[config.mk]
export PLATFORM = sky130hd
export DESIGN_NAME = ram_port_arbiter
export DESIGN_NICKNAME = d
export VERILOG_FILES = /design/src/rtl/ram_port_arbiter_pkg.sv /design/src/rtl/ram_port_arbiter_rr_arb2.sv /design/src/rtl/ram_port_arbiter.sv
export SDC_FILE = /design/constraint.sdc
export NUM_CORES = 1
export LEC_CHECK = 0
export CORE_UTILIZATION = 37
export CTS_BUF_LIST = sky130_fd_sc_hd__clkbuf_8
export DETAILED_ROUTE_END_ITERATION = 16
export GPL_ROUTABILITY_DRIVEN = 0
export PLACE_DENSITY = 0.82
export SYNTH_ARGS = -nofsm -noshare
export SYNTH_HDL_FRONTEND = slang
export SYNTH_SLANG_ARGS = --single-unit
[constraint.sdc]
create_clock -name clk -period 1.5 [get_ports clk]
set_clock_uncertainty 0.2 [all_clocks]
set_input_delay 0.3 -clock clk [delete_from_list [all_inputs] [get_ports clk]]
set_output_delay 0.3 -clock clk [all_outputs]
set_load 0.05 [all_outputs]
[src/rtl/ram_port_arbiter_pkg.sv]
// ---------------------------------------------------------------------------
// ram_port_arbiter_pkg
//   Shared definitions for the RAM port arbiter and its round-robin picker:
//   FSM state encoding, requester IDs and the RAM strobe active levels.
// ---------------------------------------------------------------------------
package ram_port_arbiter_pkg;

  // Access FSM. Encoding 2'd3 is unused and recovers to IDLE.
  typedef enum logic [1:0] {
    IDLE   = 2'd0,
    ACCESS = 2'd1,
    RDWAIT = 2'd2
  } arb_state_t;

  // Requester IDs; also the bit positions in the picker's request vector.
  localparam logic REQ_CPU = 1'b0;
  localparam logic REQ_LDR = 1'b1;

  // RAM strobes are active-low.
  localparam logic RAM_STROBE_ON  = 1'b0;
  localparam logic RAM_STROBE_OFF = 1'b1;

  // Map an "asserted" flag onto the RAM strobe level.
  function automatic logic ram_strobe(input logic active);
    return active ? RAM_STROBE_ON : RAM_STROBE_OFF;
  endfunction

endpackage

[src/rtl/ram_port_arbiter_rr_arb2.sv]
// ---------------------------------------------------------------------------
// rr_arb2
//   Combinational 2-way round-robin picker.
//   Ports:
//     req[1:0]  in   request vector, bit index = requester ID
//     last      in   ID that received the previous grant
//     gnt_id    out  ID of the winner (meaningful only when any=1)
//     any       out  at least one request present
//   A lone requester always wins; on a tie the requester that was not granted
//   last time wins.
// ---------------------------------------------------------------------------
import ram_port_arbiter_pkg::*;

module rr_arb2 (
  input  logic [1:0] req,
  input  logic       last,
  output logic       gnt_id,
  output logic       any
);

  always_comb begin
    any    = |req;
    gnt_id = REQ_CPU;
    if (req == 2'b11) begin
      gnt_id = ~last;
    end else if (req[REQ_LDR]) begin
      gnt_id = REQ_LDR;
    end
  end

endmodule

[src/rtl/ram_port_arbiter.sv]
// ---------------------------------------------------------------------------
// ram_port_arbiter
//   Shares the single-port program/data RAM between the CPU control path and
//   the external program loader. Each requester uses a req/gnt/rvalid
//   handshake; the arbiter drives the RAM's active-low strobes and steers the
//   read data back to the requester that owns the access.
//
//   Timing (edge N = IDLE edge that samples the requests):
//     after N   : gnt pulse, ram_ce_n=0, ram_we_n=!we, addr/wdata driven
//     after N+1 : strobes released; write done (IDLE), read goes to RDWAIT
//     after N+2 : read data captured, rvalid pulse, back in IDLE
//
//   Parameters: ADDR_W (RAM address width), DATA_W (RAM data width)
//   Ports:
//     clk, rst                      clock, synchronous active-high reset
//     cpu_req/we/addr/wdata         CPU request side (inputs)
//     cpu_gnt/rvalid/rdata          CPU response side (registered outputs)
//     ldr_req/we/addr/wdata         loader request side (inputs)
//     ldr_gnt/rvalid/rdata          loader response side (registered outputs)
//     cpu_halt                      CPU halted; gates the loader when
//                                   RAM_ARB_LOADER_LOCK_EN is defined
//     ram_ce_n/we_n/addr/wdata      RAM macro controls (registered outputs)
//     ram_rdata                     RAM read data (1 cycle after ce_n low)
//     busy                          registered, high whenever not IDLE
//
//   Build option: RAM_ARB_LOADER_LOCK_EN -- when defined, a loader request is
//   only eligible while cpu_halt=1; a blocked request simply stays pending.
//   When undefined, cpu_halt is ignored and arbitration is plain round-robin.
// ---------------------------------------------------------------------------
import ram_port_arbiter_pkg::*;

module ram_port_arbiter #(
  parameter int ADDR_W = 4,
  parameter int DATA_W = 8
) (
  input  logic              clk,
  input  logic              rst,
  // CPU port
  input  logic              cpu_req,
  input  logic              cpu_we,
  input  logic [ADDR_W-1:0] cpu_addr,
  input  logic [DATA_W-1:0] cpu_wdata,
  output logic              cpu_gnt,
  output logic              cpu_rvalid,
  output logic [DATA_W-1:0] cpu_rdata,
  // Loader port
  input  logic              ldr_req,
  input  logic              ldr_we,
  input  logic [ADDR_W-1:0] ldr_addr,
  input  logic [DATA_W-1:0] ldr_wdata,
  output logic              ldr_gnt,
  output logic              ldr_rvalid,
  output logic [DATA_W-1:0] ldr_rdata,
  // CPU status
  input  logic              cpu_halt,
  // RAM macro
  output logic              ram_ce_n,
  output logic              ram_we_n,
  output logic [ADDR_W-1:0] ram_addr,
  output logic [DATA_W-1:0] ram_wdata,
  input  logic [DATA_W-1:0] ram_rdata,
  // Status
  output logic              busy
);

  arb_state_t        state_reg, state_next;
  logic              last_grant_reg;
  logic              owner_reg;
  logic              we_reg;
  logic              cpu_gnt_reg, ldr_gnt_reg;
  logic              ram_ce_n_reg, ram_we_n_reg;
  logic [ADDR_W-1:0] ram_addr_reg;
  logic [DATA_W-1:0] ram_wdata_reg;
  logic              busy_reg;

  // -------------------------------------------------------------------------
  // Eligibility and arbitration
  // -------------------------------------------------------------------------
  logic ldr_eligible;

`ifdef RAM_ARB_LOADER_LOCK_EN
  // The loader may only touch RAM while the CPU sits in HLT.
  assign ldr_eligible = ldr_req & cpu_halt;
`else
  logic cpu_halt_unused;
  assign cpu_halt_unused = cpu_halt;
  assign ldr_eligible    = ldr_req;
`endif

  logic [1:0] pick_req;
  logic       pick_id;
  logic       pick_any;

  assign pick_req[REQ_CPU] = cpu_req;
  assign pick_req[REQ_LDR] = ldr_eligible;

  rr_arb2 u_pick (
    .req    (pick_req),
    .last   (last_grant_reg),
    .gnt_id (pick_id),
    .any    (pick_any)
  );

  // Winner's access fields, captured on the IDLE edge.
  logic              sel_we;
  logic [ADDR_W-1:0] sel_addr;
  logic [DATA_W-1:0] sel_wdata;
  logic              start_access;

  assign sel_we       = (pick_id == REQ_LDR) ? ldr_we    : cpu_we;
  assign sel_addr     = (pick_id == REQ_LDR) ? ldr_addr  : cpu_addr;
  assign sel_wdata    = (pick_id == REQ_LDR) ? ldr_wdata : cpu_wdata;
  assign start_access = (state_reg == IDLE) && pick_any;

  // -------------------------------------------------------------------------
  // FSM next state
  // -------------------------------------------------------------------------
  always_comb begin
    state_next = state_reg;
    case (state_reg)
      IDLE:    if (pick_any) state_next = ACCESS;
      ACCESS:  state_next = we_reg ? IDLE : RDWAIT;
      RDWAIT:  state_next = IDLE;
      default: state_next = IDLE;
    endcase
  end

  // -------------------------------------------------------------------------
  // State, capture and RAM-side output registers
  // -------------------------------------------------------------------------
  always_ff @(posedge clk) begin
    if (rst) begin
      state_reg      <= IDLE;
      last_grant_reg <= REQ_LDR;  // makes the first tie go to the CPU
      owner_reg      <= REQ_CPU;
      we_reg         <= 1'b0;
      cpu_gnt_reg    <= 1'b0;
      ldr_gnt_reg    <= 1'b0;
      ram_ce_n_reg   <= RAM_STROBE_OFF;
      ram_we_n_reg   <= RAM_STROBE_OFF;
      ram_addr_reg   <= '0;
      ram_wdata_reg  <= '0;
      busy_reg       <= 1'b0;
    end else begin
      state_reg    <= state_next;
      busy_reg     <= (state_next != IDLE);
      // Strobes and grants are single-cycle; addr/wdata hold while idle.
      cpu_gnt_reg  <= 1'b0;
      ldr_gnt_reg  <= 1'b0;
      ram_ce_n_reg <= RAM_STROBE_OFF;
      ram_we_n_reg <= RAM_STROBE_OFF;
      if (start_access) begin
        owner_reg      <= pick_id;
        last_grant_reg <= pick_id;
        we_reg         <= sel_we;
        ram_addr_reg   <= sel_addr;
        ram_wdata_reg  <= sel_wdata;
        ram_ce_n_reg   <= ram_strobe(1'b1);
        ram_we_n_reg   <= ram_strobe(sel_we);
        cpu_gnt_reg    <= (pick_id == REQ_CPU);
        ldr_gnt_reg    <= (pick_id == REQ_LDR);
      end
    end
  end

  // -------------------------------------------------------------------------
  // Per-requester read-return registers. Only the owner of the access in
  // RDWAIT updates; the other side's rdata/rvalid are left alone.
  // -------------------------------------------------------------------------
  generate
    for (genvar gi = 0; gi < 2; gi++) begin : g_port
      logic [DATA_W-1:0] rdata_reg;
      logic              rvalid_reg;

      always_ff @(posedge clk) begin
        if (rst) begin
          rdata_reg  <= '0;
          rvalid_reg <= 1'b0;
        end else begin
          rvalid_reg <= 1'b0;
          if ((state_reg == RDWAIT) && (owner_reg == 1'(gi))) begin
            rdata_reg  <= ram_rdata;
            rvalid_reg <= 1'b1;
          end
        end
      end
    end
  endgenerate

  // g_port[0] serves the CPU (REQ_CPU), g_port[1] the loader (REQ_LDR).
  assign cpu_rdata  = g_port[0].rdata_reg;
  assign cpu_rvalid = g_port[0].rvalid_reg;
  assign ldr_rdata  = g_port[1].rdata_reg;
  assign ldr_rvalid = g_port[1].rvalid_reg;

  assign cpu_gnt   = cpu_gnt_reg;
  assign ldr_gnt   = ldr_gnt_reg;
  assign ram_ce_n  = ram_ce_n_reg;
  assign ram_we_n  = ram_we_n_reg;
  assign ram_addr  = ram_addr_reg;
  assign ram_wdata = ram_wdata_reg;
  assign busy      = busy_reg;

endmodule

==> summary.txt, run 1 <==
Run status
  • Status: completed

Die
  • # rows: 22
  • Die H: 65.65 um
  • Die Wd: 65.65 um
  • Initial Utilization: 39.75%
  • Die area: 0.004310 mm^2
  • # IOs: 74
  • Core ar.: 0.003771 mm^2

Pwr
  • Worst vdd ir: 738.3 uV
  • Leakage power: 0.001186 uW
  • PwrDens: 943.3 mW/mm^2
  • Final Power: 2714 uW

Route
  • First-iteration detailed-routing DRC count: 26
  • Met2 wire len: 2432 um
  • Wire per inst: 17.25 um
  • Vias: 1266
  • Initial DRT Pass Iterations: 4
  • WL met3: 184 um
  • Antenna viol nets, final: 0
  • DR top layer: met4
  • Vias/cell: 4.965
  • Drt total wl: 4399 um
  • M1 wire length: 1661 um
  • DRC: 0

STA
  • Final worst-path cycle share: 99.61%
  • Endpoints failing hold: 0
  • Fin. max-slew vios: 0
  • Crit path time final: 1494 ps
  • Max Fclk: 0.6693 GHz
  • Max-slew headroom: 75.82%
  • Final setup fails: 0
  • Worst-Margin Slew: 357.7 ps
  • Total Neg Setup Slack: 0 ps
  • Unrepaired setup endpoints after global routing: true

Worst setup path
  • Crit start category: flip-flop
  • Arrival time worst endpoint: 1460 ps
  • Critical path's slowest cell: dfxtp_2
  • Critical Path Start: last_grant_reg
  • Reg2reg start: last_grant_reg
  • Crit path cell chain: a21boi_4 > buf_12 > mux2i_2 > o2bb2ai_2
  • Buf+Inv Stages, Crit Path: 1
  • CP endpoint kind: flip-flop
  • Reg2reg path depth: 4
  • Top cell family by delay on the critical path: compound AO/OA/AOI/OAI gates
  • Setup crit end: ram_wdata[6]
  • Req. time, crit path: 1470 ps
  • Reg2reg end: ram_wdata[6]
  • Critical path class: reg -> reg
  • Worst-path fanout max: 8
  • R2R Setup Slk: 6 ps
  • Worst path depth: 4
  • Crit-path max cell delay: 350 ps

Synthesis
  • Post-synth top cells: 40 x dfxtp_1, 29 x mux2i_1, 17 x nor2_1, 8 x o2bb2ai_2, 5 x o2bb2ai_1
  • Largest family of logic cells by synthesized area: multiplexers
  • Synth Area in Adders: 0%
  • Post-synthesis area per instance: 12.09 um^2
  • Synth Area in Simple Gates: 8.347%
  • Post-Synthesis Cells: 124
  • Mapped cell area: 0.001499 mm^2
  • Number of synthesized register bits: 40
  • Yosys top cell by area: dfxtp_1
  • Area contributors post-synth: dfxtp_1 53%, mux2i_1 19%, o2bb2ai_2 8.0%
  • Post-synth EDFFs: 0
  • XOR/XNOR Fraction of Synth Area: 0%
  • Syn Nets: 163
  • Post-synth top area share: 53.42%
  • Mux contribution to synthesized area: 19.37%
  • Yosys warns: 0
  • Async SR Flop Fraction: 0%
  • Sequential cell area fraction in the yosys report: 53.42%
  • Distinct cells, synth: 26
  • Most frequent cell after synthesis: dfxtp_1
  • Primary FF master, synth: dfxtp_1
  • Area fraction in compound gates after synthesis: 13.77%

Global routing
  • First-pass GRT wire length: 6831 um
  • Grt ovf: 0
  • Initial antenna violation count: 0
  • Vias in the first global route: 1397
  • Pin count of the biggest net entering global routing: 19
  • GRT Util Overall: 21.88%

Clock tree
  • CTS tree: built
  • Clk Latency, worst-skew pair: 280 ps
  • CTS Buf Count: 5
  • Setup Buffers After CTS: 0
  • H-tree depth: 2
  • Root Driver: clkbuf_8
  • Clock sink count: 40
  • Worst-path clk slew: 70 ps
  • Clock buffer depth: 2

Final layout
  • Final core occ: 76.28%
  • Area Overhead vs Synth: 91.90%
  • Fillcell total: 215
  • Final net count: 245
  • ANT cells: 0
  • Layout cell share with drive strength beyond 1: 36.71%

Place
  • I/O Buffers: 72
  • HPWL after detailed placement: 3132 um

Run
  • MaxCap Viol Count: 0

Hold path
  • Hold Crit Class: reg -> reg
==> kinds of logic after synthesis <==
group                  Yosys count
flip-flops                      40
multiplexers                    29
AND/OR/NAND/NOR                 26
buffers and inverters           11
AO/OA/AOI/OAI                   18
==> through the flow <==
step           std cells  area [um^2]  setup slack (ps)  hold slack, ps
3_3_place_gp         246         2690            -340.1           249.1
6_report             255         2877             5.802           265.8
3_5_place_dp         246         2690            -439.6           254.0
2_1_floorplan        124         1499             59.97           221.8
4_1_cts              255         2861             17.88           268.5
5_1_grt              255         2877            -58.32           286.9
==> worst reg2reg max path, delay by kind of cell (launching register included) <==
kind / cells / cell delay [ps]
AOI/OAI and AO/OA: 2 / 360
buffers and inverters: 1 / 190
DFF: 1 / 350
muxes: 1 / 280
==> final cells by class <==
class                   instances  area (um^2)  area share [%]
flip-flops and latches         40        803.3           27.93
well taps                      48        60.06           2.088
clock buffers                   6        82.58           2.871
repair buffers                 84         1220           42.41
multi-input cells              73        695.7           24.18
clock inverters                 2        7.507          0.2610
inverters                       2        7.507          0.2610
==> layout by cell type, fill, tap and decap left out, types with 2 or more instances in the layout <==
cell type / n
inv_1: 3
clkdlybuf4s50_1: 35
buf_12: 38
clkbuf_8: 6
nor2_1: 17
o2bb2ai_2: 8
buf_4: 7
mux2i_1: 24
mux2i_2: 2
dlygate4sd2_1: 2
dfxtp_1: 38
mux2i_4: 3
o2bb2ai_1: 5
dfxtp_2: 2
==> repair_timing <==
item,4_1_cts,5_1_grt
gates resized for setup,13,4
hold buffers,0,0
gates cloned,1,0
pin swaps,0,1
endpoints found under the setup margin,21,2
==> where the power goes <==
group | leakage [uW] | switching (uW) | total, uW | internal [uW]
sequential | 0.000327 | 75.4 | 1210 | 1130
combinational | 0.000805 | 372 | 805 | 433
clock | 0.0000538 | 341 | 702 | 361
total | 0.00119 | 788 | 2710 | 1930
==> metal layers <==
| layer | vias to the layer above | global-route usage [%] |
|---|---|---|
| met5 | - | 0 |
| met4 | 0 | 10.60 |
| met3 | 11 | 4.861 |
| met2 | 48 | 40.69 |
| met1 | 606 | 22.72 |
| li1 | 601 | - |
==> worst min path at each step <==
| stage | endpoint | slack (ps) | cells after the start | startpoint |
|---|---|---|---|---|
| after detailed placement | state_reg[1] | 250 | 1 | we_reg |
| after CTS | state_reg[1] | 270 | 1 | we_reg |
| after floorplan | last_grant_reg | 220 | 2 | last_grant_reg |
| after global placement | last_grant_reg | 250 | 2 | last_grant_reg |
| final | state_reg[1] | 270 | 1 | we_reg |
| after global routing | state_reg[1] | 290 | 1 | we_reg |
(Power assumes the default switching activity.)
==> run 2: changes to the inputs <==
--- a/config.mk
+++ b/config.mk
@@ -9,7 +9,7 @@
 export CTS_BUF_LIST = sky130_fd_sc_hd__clkbuf_8
 export DETAILED_ROUTE_END_ITERATION = 16
 export GPL_ROUTABILITY_DRIVEN = 0
-export PLACE_DENSITY = 0.82
+export PLACE_DENSITY_LB_ADDON = 0.3
 export SYNTH_ARGS = -nofsm -noshare
 export SYNTH_HDL_FRONTEND = slang
 export SYNTH_SLANG_ARGS = --single-unit
==> run 2 against run 1 <==
Combinational power down 1%. Sequential share of layout area down 0.18 points. Clock power up 8.1%. Worst setup slack better by 36 ps. Register-to-register slack better by 40 ps. Critical path depth up 1. Critical path type unchanged. Wire length down 10%. First-iteration DRC count up 35%. Via count down 4.6%. Maximum frequency up 2.5%. Power up 1.5%. Sequential power about the same.
==> summary.txt, run 2 (same netlist as run 1, synthesis figures left out) <==
Run status
  • Status: completed

Pwr
  • Worst vdd ir: 873.1 uV (+18%)
  • Leakage power: 0.001187 uW (about the same)
  • PwrDens: 954.0 mW/mm^2 (+1.1%)
  • Final Power: 2754 uW (+1.5%)

Final layout
  • Multi-input logic area: 683.2 um^2 (-1.8%)
  • Layout cell share with drive strength beyond 1: 37.02% (+0.30 points)
  • Most common cell after layout, fill and taps aside: dfxtp_1
  • Sequential cell area: 800.8 um^2 (-0.31%)
  • Final instance area: 0.002887 mm^2 (+0.35%)
  • Commonest non-fill, non-tap cells in the layout: 40 x dfxtp_1, 38 x buf_12, 35 x clkdlybuf4s50_1, 23 x mux2i_1, 17 x nor2_1
  • Area Overhead vs Synth: 92.57%
  • ANT cells: 0 (unchanged)
  • Fillcell total: 218 (+1.4%)
  • Final net count: 247 (+0.82%)

Global routing
  • Vias in the first global route: 1305 (-6.6%)
  • Initial antenna violation count: 0 (unchanged)
  • Grt ovf: 0 (unchanged)
  • GRT Util Overall: 20.66% (-1.2 points)
  • Pin count of the biggest net entering global routing: 19 (unchanged)
  • First-pass GRT wire length: 6596 um (-3.4%)

STA
  • Crit path time final: 1458 ps (-35.81 ps)
  • Final worst-path cycle share: 97.23% (-2.4 points)
  • Endpoints failing hold: 0 (unchanged)
  • Max Fclk: 0.6857 GHz (+2.5%)
  • Final setup fails: 0 (unchanged)
  • Worst-Margin Slew: 342.7 ps (-14.98 ps)
  • Max-slew headroom: 76.83% (+1.0 points)
  • Fin. max-slew vios: 0 (unchanged)

Worst setup path
  • Critical path's slowest cell: dfxtp_1
  • Buf+Inv Stages, Crit Path: 2 (+1)
  • Arrival time worst endpoint: 1440 ps (-20 ps)
  • Critical path class: reg -> reg
  • Crit-path max cell delay: 340 ps (about the same)
  • Top cell family by delay on the critical path: flip-flops
  • CP endpoint kind: flip-flop
  • Crit path cell chain: a21boi_4 > buf_4 > buf_16 > mux2i_1 > o2bb2ai_2
  • Worst-path fanout max: 6 (-2)
  • Req. time, crit path: 1480 ps (about the same)
  • Crit start category: flip-flop

Clock tree
  • Clock sink count: 40 (unchanged)
  • Clock buffer depth: 2 (unchanged)
  • CTS tree: built
  • H-tree depth: 2 (unchanged)
  • CTS Buf Count: 5 (unchanged)
  • Worst-path clk slew: 80 ps (about the same)
  • Post-CTS Hold Buffers: 0 (unchanged)
  • Clk Latency, worst-skew pair: 280 ps (about the same)
  • Root Driver: clkbuf_8

Place
  • Cell Area, Placed: 0.002698 mm^2 (+0.28%)
  • HPWL after detailed placement: 2906 um (-7.2%)
  • I/O Buffers: 72 (unchanged)

Die
  • Die area: 0.004310 mm^2 (unchanged)
  • Initial Utilization: 39.75% (unchanged)
  • # IOs: 74 (unchanged)
  • Die H: 65.65 um (unchanged)
  • # rows: 22 (unchanged)
  • Die Wd: 65.65 um (unchanged)
  • Core ar.: 0.003771 mm^2 (unchanged)

Route
  • Initial DRT Pass Iterations: 3 (-1)
  • First-iteration detailed-routing DRC count: 35 (+35%)
  • Drt total wl: 3957 um (-10%)
  • Vias/cell: 4.719 (-5.0%)
  • Antenna viol nets, final: 0 (unchanged)
  • Wire per inst: 15.46 um (-10%)
  • Vias: 1208 (-4.6%)
  • DRC: 0 (unchanged)

Hold path
  • Hold Crit Class: reg -> reg

Run
  • MaxCap Viol Count: 0 (unchanged)
run 2: power breakdown:
group	internal, uW	switching [uW]
clock	410	349
combinational	432	360
sequential	1130	72.4
total	1970	782
run 2: final timing paths:
check                  from        endpoint  slack, ps  cells after the start
max          last_grant_reg     ram_addr[0]         40                      5
min          last_grant_reg  last_grant_reg        280                      2
max reg2reg  last_grant_reg     ram_addr[0]         40                      5
min reg2reg  last_grant_reg  last_grant_reg        280                      2
run 2: layout make-up:
type	instances	share of cell area (%)
clock buffer	7	3.338
multi-input combinational	73	23.67
timing repair buffer	86	42.91
sequential	40	27.74
inverter	2	0.2601
tap	48	2.081
run 2: metal layers:
layer  global-route usage, %  share of wire (%)  vias to the layer above
met2                   37.37                 53                       28
met5                       0                  0                        -
met4                   6.250                1.3                        0
met1                   23.55                 42                      569
met3                   5.035                3.8                        7
li1                        -                  -                      604
run 2: worst reg2reg max path, delay by kind of cell (launching register included):
kind	cells	cell delay, ps
DFF	1	340
AOI/OAI and AO/OA	2	310
buffers and inverters	2	290
muxes	1	220
run 2: stage by stage:
stage	util [%]	hold slack (ps)	cells	TNS (ps)	worst slack, ps
2_1_floorplan	-	221.8	124	0	59.97
3_3_place_gp	71.53	249.4	247	-6371	-355.2
3_5_place_dp	71.53	249.2	247	-7514	-419.7
4_1_cts	76.24	283.3	255	0	59.71
5_1_grt	76.54	309.9	256	-6.785	-6.785
6_report	76.54	282.8	256	0	41.61
run 2: repair_timing:
action                                  in CTS  in global routing
buffers inserted                             0                  1
endpoints found under the setup margin      18                  1
pin swaps                                    1                  1
cloned                                       1                  0
resized for setup                           14                  1
==> run 3: changes to the inputs <==
--- a/config.mk
+++ b/config.mk
@@ -13,3 +13,4 @@
 export SYNTH_ARGS = -nofsm -noshare
 export SYNTH_HDL_FRONTEND = slang
 export SYNTH_SLANG_ARGS = --single-unit
+export TNS_END_PERCENT = 100
==> results of run 3 <==
The final DEF is identical to that of run 2; final timing and power are the same.
